==> config.mk <==
export PLATFORM = sky130hd
export DESIGN_NAME = instr_predecode_queue
export DESIGN_NICKNAME = d
export VERILOG_FILES = /design/src/rtl/instr_pkg.sv /design/src/rtl/opcode_decode.sv /design/src/rtl/instr_predecode_queue.sv
export SDC_FILE = /design/constraint.sdc
export NUM_CORES = 1
export LEC_CHECK = 0
export ABC_AREA = 1
export CORE_AREA = 2 2 118 120
export DETAILED_ROUTE_END_ITERATION = 8
export DIE_AREA = 0 0 120 122
export SLEW_MARGIN = 5
export SYNTH_ARGS = -nofsm -noshare
export SYNTH_HDL_FRONTEND = slang
export SYNTH_SLANG_ARGS = --single-unit
==> constraint.sdc <==
create_clock -name CLK -period 3.96 [get_ports CLK]
set_input_delay 0.594 -clock CLK [delete_from_list [all_inputs] [get_ports CLK]]
set_output_delay 0.594 -clock CLK [all_outputs]
set_load 0.02 [all_outputs]
==> src/rtl/instr_pkg.sv <==
// Shared opcode field positions, status-flag indices and the decoded-instruction bundle
// used by the 6502 pre-decode queue.
package instr_pkg;

  localparam int unsigned AAA_MSB = 7;
  localparam int unsigned AAA_LSB = 5;
  localparam int unsigned BBB_MSB = 4;
  localparam int unsigned BBB_LSB = 2;
  localparam int unsigned CC_MSB  = 1;
  localparam int unsigned CC_LSB  = 0;

  localparam logic [1:0] CC_00 = 2'b00;
  localparam logic [1:0] CC_01 = 2'b01;
  localparam logic [1:0] CC_10 = 2'b10;
  localparam logic [1:0] CC_11 = 2'b11;

  localparam int unsigned FLAG_N = 6;
  localparam int unsigned FLAG_V = 5;
  localparam int unsigned FLAG_B = 4;
  localparam int unsigned FLAG_D = 3;
  localparam int unsigned FLAG_I = 2;
  localparam int unsigned FLAG_Z = 1;
  localparam int unsigned FLAG_C = 0;

  localparam logic [6:0] FM_N    = 7'b1 << FLAG_N;
  localparam logic [6:0] FM_V    = 7'b1 << FLAG_V;
  localparam logic [6:0] FM_B    = 7'b1 << FLAG_B;
  localparam logic [6:0] FM_D    = 7'b1 << FLAG_D;
  localparam logic [6:0] FM_I    = 7'b1 << FLAG_I;
  localparam logic [6:0] FM_Z    = 7'b1 << FLAG_Z;
  localparam logic [6:0] FM_C    = 7'b1 << FLAG_C;
  localparam logic [6:0] FM_NZ   = FM_N | FM_Z;
  localparam logic [6:0] FM_NZC  = FM_NZ | FM_C;
  localparam logic [6:0] FM_NVZ  = FM_NZ | FM_V;
  localparam logic [6:0] FM_NVZC = FM_NVZ | FM_C;
  localparam logic [6:0] FM_ALL  = '1;

  typedef struct packed {
    logic [1:0] len;
    logic       sums;
    logic       ands;
    logic       ors;
    logic       eors;
    logic       srs;
    logic       dec_en;
    logic [6:0] flag_en;
    logic       illegal;
  } decode_t;

  function automatic logic [1:0] op_len(input logic [7:0] op);
    logic [2:0] b;
    b = op[BBB_MSB:BBB_LSB];
    op_len = 2'd2;
    case (op[CC_MSB:CC_LSB])
      CC_01: op_len = (b == 3'b011 || b == 3'b110 || b == 3'b111) ? 2'd3 : 2'd2;
      CC_10: begin
        if (b == 3'b011 || b == 3'b111)      op_len = 2'd3;
        else if (b == 3'b010 || b == 3'b110) op_len = 2'd1;
        else                                 op_len = 2'd2;
      end
      CC_00: begin
        if (op == 8'h20)                                   op_len = 2'd3;
        else if (op == 8'h00 || op == 8'h40 || op == 8'h60) op_len = 2'd1;
        else if (b == 3'b000)                              op_len = 2'd2;
        else if (b == 3'b010 || b == 3'b110)               op_len = 2'd1;
        else if (b == 3'b011 || b == 3'b111)               op_len = 2'd3;
        else                                               op_len = 2'd2;
      end
      default: op_len = 2'd1;
    endcase
  endfunction

endpackage

==> src/rtl/opcode_decode.sv <==
// Combinational 6502 opcode decoder: length, ALU select, decimal enable, flag-update
// enables and illegal-opcode detection.
module opcode_decode import instr_pkg::*; #(
  parameter int unsigned DECIMAL_EN   = 1,
  parameter int unsigned TRAP_ILLEGAL = 1
) (
  input  logic [7:0] i_opcode,
  output decode_t    o_dec
);

  logic [2:0] w_aaa;
  logic [2:0] w_bbb;
  logic [1:0] w_cc;
  logic       w_illegal;
  decode_t    w_dec;

  assign w_aaa = i_opcode[AAA_MSB:AAA_LSB];
  assign w_bbb = i_opcode[BBB_MSB:BBB_LSB];
  assign w_cc  = i_opcode[CC_MSB:CC_LSB];

  assign w_illegal = (w_cc == CC_11) || (i_opcode == 8'h89) ||
                     (w_cc == CC_10 && w_bbb == 3'b000 && w_aaa != 3'b101) ||
                     (w_cc == CC_10 && w_bbb == 3'b100) ||
                     (i_opcode == 8'hDA) || (i_opcode == 8'hFA);

  always_comb begin
    w_dec     = '0;
    w_dec.len = op_len(i_opcode);
    case (w_cc)
      CC_01: begin
        case (w_aaa)
          3'd0: begin w_dec.ors  = 1'b1; w_dec.flag_en = FM_NZ; end
          3'd1: begin w_dec.ands = 1'b1; w_dec.flag_en = FM_NZ; end
          3'd2: begin w_dec.eors = 1'b1; w_dec.flag_en = FM_NZ; end
          3'd3: begin w_dec.sums = 1'b1; w_dec.dec_en = 1'b1; w_dec.flag_en = FM_NVZC; end
          3'd4: ;
          3'd5: w_dec.flag_en = FM_NZ;
          3'd6: begin w_dec.sums = 1'b1; w_dec.flag_en = FM_NZC; end
          default: begin w_dec.sums = 1'b1; w_dec.dec_en = 1'b1; w_dec.flag_en = FM_NVZC; end
        endcase
      end
      CC_10: begin
        // aaa 0..3 are ASL/ROL/LSR/ROR; aaa[1] picks the right-shifting pair
        if (!w_aaa[2]) begin
          if (w_bbb != 3'b110) begin
            w_dec.srs     = w_aaa[1];
            w_dec.flag_en = FM_NZC;
          end
        end else if (w_aaa == 3'd4) begin
          if (w_bbb == 3'b010) w_dec.flag_en = FM_NZ;
        end else if (w_aaa == 3'd5) begin
          w_dec.flag_en = FM_NZ;
        end else if (w_bbb[0] || (w_aaa == 3'd6 && w_bbb == 3'b010)) begin
          w_dec.sums    = 1'b1;
          w_dec.flag_en = FM_NZ;
        end
      end
      CC_00: begin
        case (i_opcode)
          8'h00:               w_dec.flag_en = FM_B | FM_I;
          8'h28, 8'h40:        w_dec.flag_en = FM_ALL;
          8'h18, 8'h38:        w_dec.flag_en = FM_C;
          8'h58, 8'h78:        w_dec.flag_en = FM_I;
          8'hB8:               w_dec.flag_en = FM_V;
          8'hD8, 8'hF8:        w_dec.flag_en = FM_D;
          8'h68, 8'h98, 8'hA8: w_dec.flag_en = FM_NZ;
          8'hA0, 8'hA4, 8'hAC, 8'hB4, 8'hBC: w_dec.flag_en = FM_NZ;
          8'h88, 8'hC8, 8'hE8: begin w_dec.sums = 1'b1; w_dec.flag_en = FM_NZ; end
          8'h24, 8'h2C:        begin w_dec.ands = 1'b1; w_dec.flag_en = FM_NVZ; end
          8'hC0, 8'hC4, 8'hCC, 8'hE0, 8'hE4, 8'hEC: begin
            w_dec.sums    = 1'b1;
            w_dec.flag_en = FM_NZC;
          end
          default: ;
        endcase
      end
      default: ;
    endcase

    if (w_illegal) begin
      w_dec         = '0;
      w_dec.len     = 2'd1;
      w_dec.illegal = (TRAP_ILLEGAL != 0);
    end
    if (DECIMAL_EN == 0) w_dec.dec_en = 1'b0;
  end

  assign o_dec = w_dec;

endmodule

==> src/rtl/instr_predecode_queue.sv <==
// Assembles the fetched byte stream into whole 6502 instructions, decodes them at the
// opcode byte, and queues them toward execute with a valid/ready handshake.
module instr_predecode_queue import instr_pkg::*; #(
  parameter int unsigned DEPTH        = 2,
  parameter int unsigned DECIMAL_EN   = 1,
  parameter int unsigned TRAP_ILLEGAL = 1
) (
  input  logic        CLK,
  input  logic        RST,
  input  logic        FLUSH,
  input  logic [7:0]  BYTE_IN,
  input  logic        BYTE_VALID,
  output logic        BYTE_READY,
  output logic        INSTR_VALID,
  input  logic        INSTR_READY,
  output logic [7:0]  OPCODE,
  output logic [15:0] OPERAND,
  output logic [1:0]  LEN,
  output logic        SUMS,
  output logic        ANDS,
  output logic        ORS,
  output logic        EORS,
  output logic        SRS,
  output logic        DEC_EN,
  output logic [6:0]  FLAG_EN,
  output logic        ILLEGAL
);

  localparam int unsigned PW = (DEPTH > 1) ? $clog2(DEPTH) : 1;
  localparam int unsigned CW = PW + 1;
  localparam logic [CW-1:0] DEPTH_C = CW'(DEPTH);

  typedef enum logic [1:0] {S_OP, S_LO, S_HI} state_t;

  state_t        r_state, w_state_nx;
  logic [7:0]    r_op;
  logic [7:0]    r_lo;
  decode_t       r_dec;
  decode_t       w_dec;

  logic [7:0]    r_q_op      [DEPTH];
  logic [15:0]   r_q_operand [DEPTH];
  decode_t       r_q_dec     [DEPTH];
  logic [PW-1:0] r_wr_ptr, r_rd_ptr;
  logic [CW-1:0] r_count;

  logic          w_valid, w_pop, w_acc, w_push;
  logic [7:0]    w_push_op;
  logic [15:0]   w_push_operand;
  decode_t       w_push_dec;
  decode_t       w_head_dec;

  opcode_decode #(
    .DECIMAL_EN   (DECIMAL_EN),
    .TRAP_ILLEGAL (TRAP_ILLEGAL)
  ) u_decode (
    .i_opcode (BYTE_IN),
    .o_dec    (w_dec)
  );

  assign w_valid = (r_count != '0);
  assign w_pop   = w_valid & INSTR_READY;
  // Ready stays high during a flush so fetch never stalls; the byte itself is dropped.
  assign BYTE_READY = FLUSH | (r_count < DEPTH_C) | w_pop;
  assign w_acc      = BYTE_VALID & BYTE_READY & ~FLUSH;

  always_comb begin
    w_state_nx     = r_state;
    w_push         = 1'b0;
    w_push_op      = r_op;
    w_push_dec     = r_dec;
    w_push_operand = '0;
    if (w_acc) begin
      unique case (r_state)
        S_OP: begin
          w_push_op  = BYTE_IN;
          w_push_dec = w_dec;
          if (w_dec.len == 2'd1) w_push     = 1'b1;
          else                   w_state_nx = S_LO;
        end
        S_LO: begin
          if (r_dec.len == 2'd2) begin
            w_push         = 1'b1;
            w_push_operand = {8'h00, BYTE_IN};
            w_state_nx     = S_OP;
          end else begin
            w_state_nx = S_HI;
          end
        end
        S_HI: begin
          w_push         = 1'b1;
          w_push_operand = {BYTE_IN, r_lo};
          w_state_nx     = S_OP;
        end
        default: w_state_nx = S_OP;
      endcase
    end
  end

  always_ff @(posedge CLK or posedge RST) begin
    if (RST) begin
      r_state  <= S_OP;
      r_op     <= '0;
      r_lo     <= '0;
      r_dec    <= '0;
      r_wr_ptr <= '0;
      r_rd_ptr <= '0;
      r_count  <= '0;
    end else if (FLUSH) begin
      r_state  <= S_OP;
      r_wr_ptr <= '0;
      r_rd_ptr <= '0;
      r_count  <= '0;
    end else begin
      r_state <= w_state_nx;
      if (w_acc && r_state == S_OP) begin
        r_op  <= BYTE_IN;
        r_dec <= w_dec;
        r_lo  <= '0;
      end
      if (w_acc && r_state == S_LO) r_lo <= BYTE_IN;
      if (w_push) r_wr_ptr <= r_wr_ptr + 1'b1;
      if (w_pop)  r_rd_ptr <= r_rd_ptr + 1'b1;
      if (w_push && !w_pop)      r_count <= r_count + 1'b1;
      else if (!w_push && w_pop) r_count <= r_count - 1'b1;
    end
  end

  always_ff @(posedge CLK) begin
    if (w_push) begin
      r_q_op[r_wr_ptr]      <= w_push_op;
      r_q_operand[r_wr_ptr] <= w_push_operand;
      r_q_dec[r_wr_ptr]     <= w_push_dec;
    end
  end

  assign w_head_dec  = w_valid ? r_q_dec[r_rd_ptr] : '0;
  assign INSTR_VALID = w_valid;
  assign OPCODE      = w_valid ? r_q_op[r_rd_ptr] : '0;
  assign OPERAND     = w_valid ? r_q_operand[r_rd_ptr] : '0;
  assign LEN         = w_head_dec.len;
  assign SUMS        = w_head_dec.sums;
  assign ANDS        = w_head_dec.ands;
  assign ORS         = w_head_dec.ors;
  assign EORS        = w_head_dec.eors;
  assign SRS         = w_head_dec.srs;
  assign DEC_EN      = w_head_dec.dec_en;
  assign FLAG_EN     = w_head_dec.flag_en;
  assign ILLEGAL     = w_head_dec.illegal;

endmodule
==> results.txt, run 1 <==
Max-cap violations: 0
crit-path max FO: 27
Seq/Total Area, Yosys: 0.622
CTS Buf Count: 17
DP Worst Slack: 0.621 ns
Setup CP Type: reg -> out
Slew Viols, Final: 0
status: finished, final reports clean
fillers: 1227
first-pass GRT wire length: 21.3 mm
post-synthesis cell type count: 30
multi-input logic area: 1760 sq um
Fin Hold WS: 0.473 ns
Hold WC Path Type: reg -> reg
Synth Warn #: 0
CTS tree: done
Max Freq: 0.326 GHz
Detailed Route WL: 13.1 mm
vias in the first global route: 3920
GRT Resource Usage Total: 0.193
synthesized net count: 553
Die ar.: 14600 sq um
Setup crit start kind: flip-flop
via count: 3980
CTS Sinks: 115
Worst-Skew Late Latency: 0.41 ns
Arr. time, crit path: 2.47 ns
Reg area: 3270 sq um
commonest non-fill, non-tap cell in the layout: nand2_1
Worst-Margin Slew: 0.666 ns
Post-CTS Setup Repair Bufs: 0
die height: 122 um
initial antenna violation count: 0
Setup crit end kind: primary output
core area: 13500 sq um
DRC Markers: 0
CTS Hold Bufs: 0
skew final: 0.00703 ns
initial DRC count: 296
post-CTS sizing: 0
endpoints failing setup: 0
Overflow after GRT: 0
Hold Vio Cnt, Final: 0
TNS Setup: 0 ns
Initial Util: 0.389
Rel. slew slack: 0.555
Buffers on Ports: 54
row count: 43
RePlAce Congestion: 0.853
routed len/inst: 16.7 um
fin nets: 609
r2r setup slk: 1.40 ns
DPL Wire Length: 8.83 mm
syn avg cell area: 9.81 sq um
commonest non-fill, non-tap cells in the layout: 150 x nand2_1, 78 x edfxtp_1, 54 x clkdlybuf4s50_1
htree depth: 4
# diodes: 0
fin crit period: 3.07 ns
Pwr Density: 555 nW/um^2
clock-pin slew on the worst setup and hold paths: 0.05 ns
Syn Inst Count: 536
flops & latches, synth: 115
setup slack after layout: 0.893 ns
area grow syn2layout: 25.3%
Max clock buf depth: 2
post-route total power: 3.66 mW
VDD IR max: 351 uV
clock root cell: clkbuf_16
CP required: 3.37 ns
fin crit share: 0.774
die width: 120 um
synthesized area: 5260 sq um
1st-pass router iterations: 5
final core area utilization: 0.488
Routed Antenna Nets: 0
RSZ-0062 raised after global routing: false
vias per cell: 5.07
share of cells above drive strength 1: 0.111
largest net degree at the start of global routing: 40
P_leak: 2.60 nW
IO Pins: 55
## area by class of cell
type                       instances  area share
timing repair buffer              62      0.0949
clock inverter                    11      0.0169
multi-input combinational        359       0.267
sequential                       115       0.496
inverter                          37      0.0211
tap                              180      0.0342
clock buffer                      21      0.0699
## worst max-delay path: stages (launching register included)
cell	delay (ns)
dfrtp_1	0.42
nor2_2	0.55
buf_4	0.42
a21oi_1	0.09
clkdlybuf4s50_1	0.56
## power breakdown
| group | switching [mW] | leakage (nW) | internal [mW] |
|---|---|---|---|
| combinational | 0.496 | 1.11 | 0.285 |
| sequential | 0.0317 | 1.21 | 1.39 |
| clock | 0.510 | 0.278 | 0.948 |
| total | 1.04 | 2.60 | 2.62 |
## cell families after synthesis
kind of cell | after synthesis | share of synthesized area
compound gates | 121 | 0.126
fa+ha+maj | 4 | 0.00952
flops | 115 | 0.622
simple gates | 234 | 0.196
buf+inv | 62 | 0.0471
## final timing paths
check	startpoint	endpoint	depth (start not counted)
max	r_count[1]	DEC_EN	4
min	r_dec[5]	r_dec[5]	2
max reg2reg	r_state[0]	r_q_dec[1][11]	9
min reg2reg	r_dec[5]	r_dec[5]	2
max in group asynchronous	RST	r_op[5]	3
min in group asynchronous	RST	r_dec[5]	3
## metal layers
| layer | share of wire | GRT usage |
|---|---|---|
| met1 | 0.46 | 0.257 |
| met2 | 0.47 | 0.307 |
| met3 | 0.051 | 0.0492 |
| met4 | 0.017 | 0.0735 |
| met5 | 0 | 0 |
## state kept, by name, summed over array words and instances, names as in the netlist
signal       cells
r_rd_ptr         1
r_dec           15
r_lo             8
r_q_operand     32
r_op             8
r_state          2
r_count          2
r_q_dec         30
r_q_op          16
r_wr_ptr         1
## per-stage QoR
step,instances,instance area (sq um)
3_3_place_gp,753,6020
5_1_grt,785,6590
4_1_cts,785,6590
3_5_place_dp,753,6020
6_report,785,6590
2_1_floorplan,536,5260
## synth_stat cells
cell type / number / area, sq um
nand2_1: 150 / 563
edfxtp_1: 78 / 2340
a21oi_1: 53 / 265
o21ai_0: 44 / 220
dfrtp_1: 37 / 926
nand3_1: 25 / 125
inv_1: 24 / 90.1
nor2_1: 24 / 90.1
clkbuf_1: 15 / 56.3
nor3_1: 14 / 70.1
inv_2: 11 / 41.3
a31oi_1: 7 / 43.8
buf_2: 6 / 30.0
a21o_1: 4 / 30.0
ha_1: 4 / 50.1
nand3_2: 4 / 40.0
nor2_4: 4 / 45.0
o21a_1: 4 / 30.0
o41ai_1: 4 / 35.0
nand2_2: 3 / 18.8
nand2_4: 3 / 33.8
nor2_2: 3 / 18.8
buf_1: 2 / 7.51
buf_4: 2 / 15.0
clkinv_1: 2 / 7.51
nand4_1: 2 / 12.5
nor4_1: 2 / 12.5
o2111ai_1: 2 / 17.5
o31ai_1: 2 / 15.0
o21ai_1: 1 / 5.00
(Power assumes the default switching activity.)
==> run 2: changes to the inputs <==
- clock period: 3.96 -> 2.55 ns (I/O delays scaled with it)
==> run 2 against run 1 <==
Global-route usage about the same. Core utilization up 2.5 points. First-iteration DRC count up 22%. Via count up 4.1%. Register-to-register slack worse by 0.83 ns. Hold slack worse by 0.080 ns. Sequential share of layout area down 2.5 points. Routed wire length up 3.5%. Die area unchanged. Combinational power up 66%. Power up 52%. Critical path depth unchanged. Largest cell class unchanged. Largest power group is now sequential cells.
==> results.txt, run 2 (synthesis results as in run 1) <==
status: finished, final reports clean
vias in the first global route: 4104
Initial Util: 0.389
initial DRC count: 360
Worst-Margin Slew: 0.517 ns
vias per cell: 5.00
htree depth: 4
first-pass GRT wire length: 21.7 mm
RSZ-0062 raised after global routing: false
slowest cell on the critical path: clkdlybuf4s50_1
max FFs per register: 32
Arr. time, crit path: 2.04 ns
Max-cap violations: 0
clock root cell: clkbuf_16
crit-path max FO: 28
post-route cell area: 6930 sq um
die width: 120 um
skew final: 0.00434 ns
CTS tree: done
P_leak: 3.01 nW
CTS Buf Count: 17
RePlAce Congestion: 0.930
routed len/inst: 16.3 um
biggest regs: r_q_operand: 32 flops, r_q_dec: 30 flops, r_q_op: 16 flops
Detailed Route WL: 13.5 mm
Max clock buf depth: 2
fillers: 1221
Max Freq: 0.413 GHz
via count: 4142
Setup CP Type: reg -> out
Worst-Skew Late Latency: 0.41 ns
CP required: 2.17 ns
fin crit period: 2.42 ns
fin crit share: 0.948
final core area utilization: 0.513
DPL Wire Length: 9.27 mm
Die ar.: 14600 sq um
core area: 13500 sq um
commonest non-fill, non-tap cell in the layout: nand2_1
Routed Antenna Nets: 0
die height: 122 um
fin nets: 652
Hold Vio Cnt, Final: 0
largest net degree at the start of global routing: 38
Setup crit end kind: primary output
CTS Sinks: 115
Setup crit start kind: flip-flop
1st-pass router iterations: 5
endpoints failing setup: 0
WP buf/inv: 3
row count: 43
Crit path largest cell delay: 0.55 ns
area grow syn2layout: 31.8%
commonest non-fill, non-tap cells in the layout: 150 x nand2_1, 78 x edfxtp_1, 52 x a21oi_1
Post-DP Area: 6340 sq um
Top delay family on crit path: buffers and inverters
clock-pin slew on the worst setup and hold paths: 0.05 ns
initial antenna violation count: 0
Pwr Density: 801 nW/um^2
Overflow after GRT: 0
IO Pins: 55
DRC Markers: 0
Slew Viols, Final: 0
crit path cell chain: nor2_4 -> buf_6 -> inv_1 -> clkdlybuf4s50_1
VDD IR max: 402 uV
share of cells above drive strength 1: 0.177
largest reg by FF count: r_q_operand
GRT Resource Usage Total: 0.194
Rel. slew slack: 0.655
Buffers on Ports: 54
# diodes: 0
Hold WC Path Type: in -> async
==> run 2: cell types whose count changed in the layout (fill, tap and decap cells not counted), sizes merged <==
cell,before,now
buf,8,50
clkdlybuf4s50,54,39
dlymetal6s2s,0,13
clkbuf,21,18
dlygate4sd2,0,2
inv,35,36
bufinv,2,0
clkinv,9,14
==> run 2: metal layers <==
metal  wire length [um]  vias to the layer above  track usage  share of wire
met2               6390                      127        0.308           0.47
met4                197                        0       0.0632          0.015
met5                  0                        -            0              0
met1               6230                     1960        0.260           0.46
met3                706                       15       0.0496          0.052
li1                   -                     2040            -              -
==> run 2: final timing paths <==
path	endpoint	cells after the start	slack, ns	startpoint
max in group asynchronous	r_dec[9]	3	1.78	RST
worst min-delay path	r_dec[3]	3	0.39	RST
worst min register to register	r_op[3]	2	0.47	r_op[3]
worst max-delay path	INSTR_VALID	4	0.13	r_count[1]
min in group CLK	r_op[3]	2	0.47	r_op[3]
worst max register to register	r_q_dec[1][12]	9	0.57	r_state[0]
==> run 2: repair_timing <==
| action | 4_1_cts | 5_1_grt |
|---|---|---|
| hold buffers | 0 | 0 |
| hold endpoints to repair | 0 | 0 |
| setup endpoints to repair | 30 | 26 |
| resized for setup | 4 | 15 |
| cloned | 0 | 1 |
| buffers inserted | 0 | 0 |
==> run 2: tightest hold or removal path, cell delays in order <==
cell             delay (ns)
clkdlybuf4s50_1        0.40
inv_1                  0.05
buf_4                  0.42
==> run 2: cell type report <==
type	count	area, sq um	area share
flip-flops and latches	115	3270	0.471
inverters	37	139	0.0200
multi-input cells	359	1770	0.255
well taps	180	225	0.0325
repair buffers	105	1010	0.146
clock buffers	17	425	0.0614
clock inverters	15	93.8	0.0135
==> run 2: report_power, final <==
group | internal [mW] | switching [mW] | total, mW | leakage [nW]
Combinational | 0.511 | 0.792 | 1.30 | 1.54
Clock | 1.22 | 0.822 | 2.05 | 0.260
Sequential | 2.15 | 0.0556 | 2.21 | 1.21
Total | 3.89 | 1.67 | 5.55 | 3.01
==> run 2: per-stage QoR <==
stage | std cells | TNS [ns] | setup WS (ns) | total power, mW | hold WS (ns)
after floorplan | 536 | -21.31 | -0.273 | 2.94 | 0.441
after global placement | 795 | -0.714 | -0.0144 | 3.52 | 0.455
after detailed placement | 795 | -0.808 | -0.0242 | 3.54 | 0.461
after CTS | 827 | 0 | 0.00807 | 5.60 | 0.410
after global routing | 828 | 0 | 0.0205 | 5.81 | 0.445
final | 828 | 0 | 0.132 | 5.55 | 0.393
==> run 3: changes to the inputs <==
- PLACE_DENSITY_LB_ADDON: default -> 0.15
==> run 3 against run 2 <==
Clock power up 3%. Fmax shrank 1.8%. Die area unchanged. Routed wire length increased by 2.2%. Sequential share of layout area fell by 0.27 points. Register-to-register slack hardly changed. Largest cell class unchanged. Largest power group unchanged.
==> results.txt, run 3 (synthesis results as in run 1) <==
Net Switching: 1.60 mW
Max Freq: 0.406 GHz
fin crit period: 2.46 ns
vias per cell: 4.94
Buffers on Ports: 54
Detailed Route WL: 13.8 mm
die width: 120 um
first-pass GRT wire length: 22.1 mm
routed len/inst: 16.6 um
Setup CP Type: reg -> out
area grow syn2layout: 32.6%
fillers: 1243
final core area utilization: 0.516
Overflow after GRT: 0
via count: 4119
fin nets: 658
initial antenna violation count: 0
Internal Power: 4.04 mW
global route hottest layer: met2
core area: 13500 sq um
die height: 122 um
endpoints failing setup: 0
1st-pass router iterations: 5
Post-Place Cells: 801
Die ar.: 14600 sq um
GRT Resource Usage Total: 0.202
Max-cap violations: 0
CTS Buf Count: 17
CTS tree: done
DRC Markers: 0
max FFs per register: 32
Seq pwr share: 0.392
commonest non-fill, non-tap cells in the layout: 150 x nand2_1, 78 x edfxtp_1, 52 x a21oi_1, 52 x buf_4, 44 x o21ai_0
Worst-Margin Slew: 0.542 ns
biggest regs: r_q_operand: 32 flops, r_q_dec: 30 flops, r_q_op: 16 flops
GR Util met1: 0.277
RePlAce Congestion: 0.906
R2R depth: 9
clock root cell: clkbuf_16
clock-pin slew on the worst setup and hold paths: 0.05 ns
setup slack after layout: 0.0874 ns
Logic pwr share: 0.232
sw frac: 0.283
P_leak: 2.97 nW
crit-path max FO: 30
DP Worst Slack: -0.0736 ns
commonest non-fill, non-tap cell in the layout: nand2_1
Crit Reg-Reg Endpoint: r_q_dec[0][11]
CTS Sinks: 115
share of cells above drive strength 1: 0.173
htree depth: 4
Hold WC Path Type: in -> async
vias in the first global route: 4074
fin crit share: 0.966
Worst-Skew Late Latency: 0.41 ns
# diodes: 0
Setup crit start kind: flip-flop
Fin Hold WS: 0.397 ns
r2r setup slk: 0.58 ns
largest net degree at the start of global routing: 40
skew final: 0.00944 ns
Initial Util: 0.389
DPL Wire Length: 9.69 mm
met3 Usage GRT: 0.0496
row count: 43
Slew Viols, Final: 0
Setup crit end kind: primary output
Max clock buf depth: 2
CP required: 2.17 ns
status: finished, final reports clean
Rel. slew slack: 0.634
Clock power frac: 0.376
Hold Vio Cnt, Final: 0
r2r startpoint: r_state[0]
Finished Layout Cells: 834
Arr. time, crit path: 2.08 ns
met2 Track Usage GR: 0.318
IO Pins: 55
largest reg by FF count: r_q_operand
Pwr Density: 809 nW/um^2
initial DRC count: 321
VDD IR max: 294 uV
Routed Antenna Nets: 0
## run 3: cell count changes in the layout (fill, tap and decap cells not counted), moves of 2 or more
cell / before / now
buf_4: 46 / 52
clkbuf_1: 0 / 6
clkbuf_8: 0 / 2
clkdlybuf4s50_1: 39 / 43
clkinv_1: 3 / 5
clkinv_2: 8 / 2
clkinv_4: 3 / 0
dlymetal6s2s_1: 13 / 9
## run 3: how the worst max path moves through the flow
stage                     slack (ns)              to        from
after global placement         -0.09  r_q_dec[0][10]  BYTE_IN[7]
after detailed placement       -0.07  r_q_dec[0][10]  BYTE_IN[7]
final                           0.09          DEC_EN    r_rd_ptr
after CTS                      0.003       OPCODE[0]    r_rd_ptr
after global routing         -0.0001       OPCODE[5]    r_rd_ptr
after floorplan                -0.27   r_q_dec[0][0]  r_state[0]
## run 3: worst max-delay path: stages, from the launching register on
cell	delay [ns]
dfrtp_1	0.42
clkinvlp_4	0.18
buf_12	0.20
nand2_1	0.07
a21oi_1	0.15
clkdlybuf4s50_1	0.63
## run 3: layout make-up
cell class | instances | area, sq um | area share
Timing Repair Buffer | 111 | 1030 | 0.148
Clock inverter | 7 | 58.8 | 0.00844
Sequential cell | 115 | 3270 | 0.469
Inverter | 37 | 143 | 0.0205
Tap cell | 180 | 225 | 0.0323
Clock buffer | 25 | 475 | 0.0682
Multi-Input combinational cell | 359 | 1770 | 0.254
## run 3: layer usage
layer / share of wire / wire [um] / vias up
met5: 0 / 0 / -
met3: 0.035 / 482 / 19
met2: 0.47 / 6510 / 92
li1: - / - / 2058
met4: 0.018 / 244 / 0
met1: 0.48 / 6590 / 1950
## run 3: stage by stage
| stage | power (mW) | setup TNS (ns) | instance area, sq um |
|---|---|---|---|
| 4_1_cts | 5.69 | 0 | 6930 |
| 3_5_place_dp | 3.56 | -5.33 | 6390 |
| 6_report | 5.64 | 0 | 6970 |
| 5_1_grt | 5.90 | -0.000130 | 6970 |
| 2_1_floorplan | 2.94 | -21.31 | 5260 |
| 3_3_place_gp | 3.55 | -6.15 | 6390 |
## run 3: power groups by stage
stage | registers (mW) | logic, mW | clock network (mW)
2_1_floorplan | 2.22 | 0.716 | 0
3_3_place_gp | 2.24 | 1.31 | 0
3_5_place_dp | 2.24 | 1.32 | 0
4_1_cts | 2.21 | 1.32 | 2.16
5_1_grt | 2.22 | 1.43 | 2.25
6_report | 2.21 | 1.31 | 2.12
## run 3: timing repair
action                     CTS  global route
gates resized for setup      5            11
buffers inserted             0             1
pin swaps                    0             0
hold endpoints to repair     0             0
setup endpoints to repair   33            27
hold buffers                 0             0
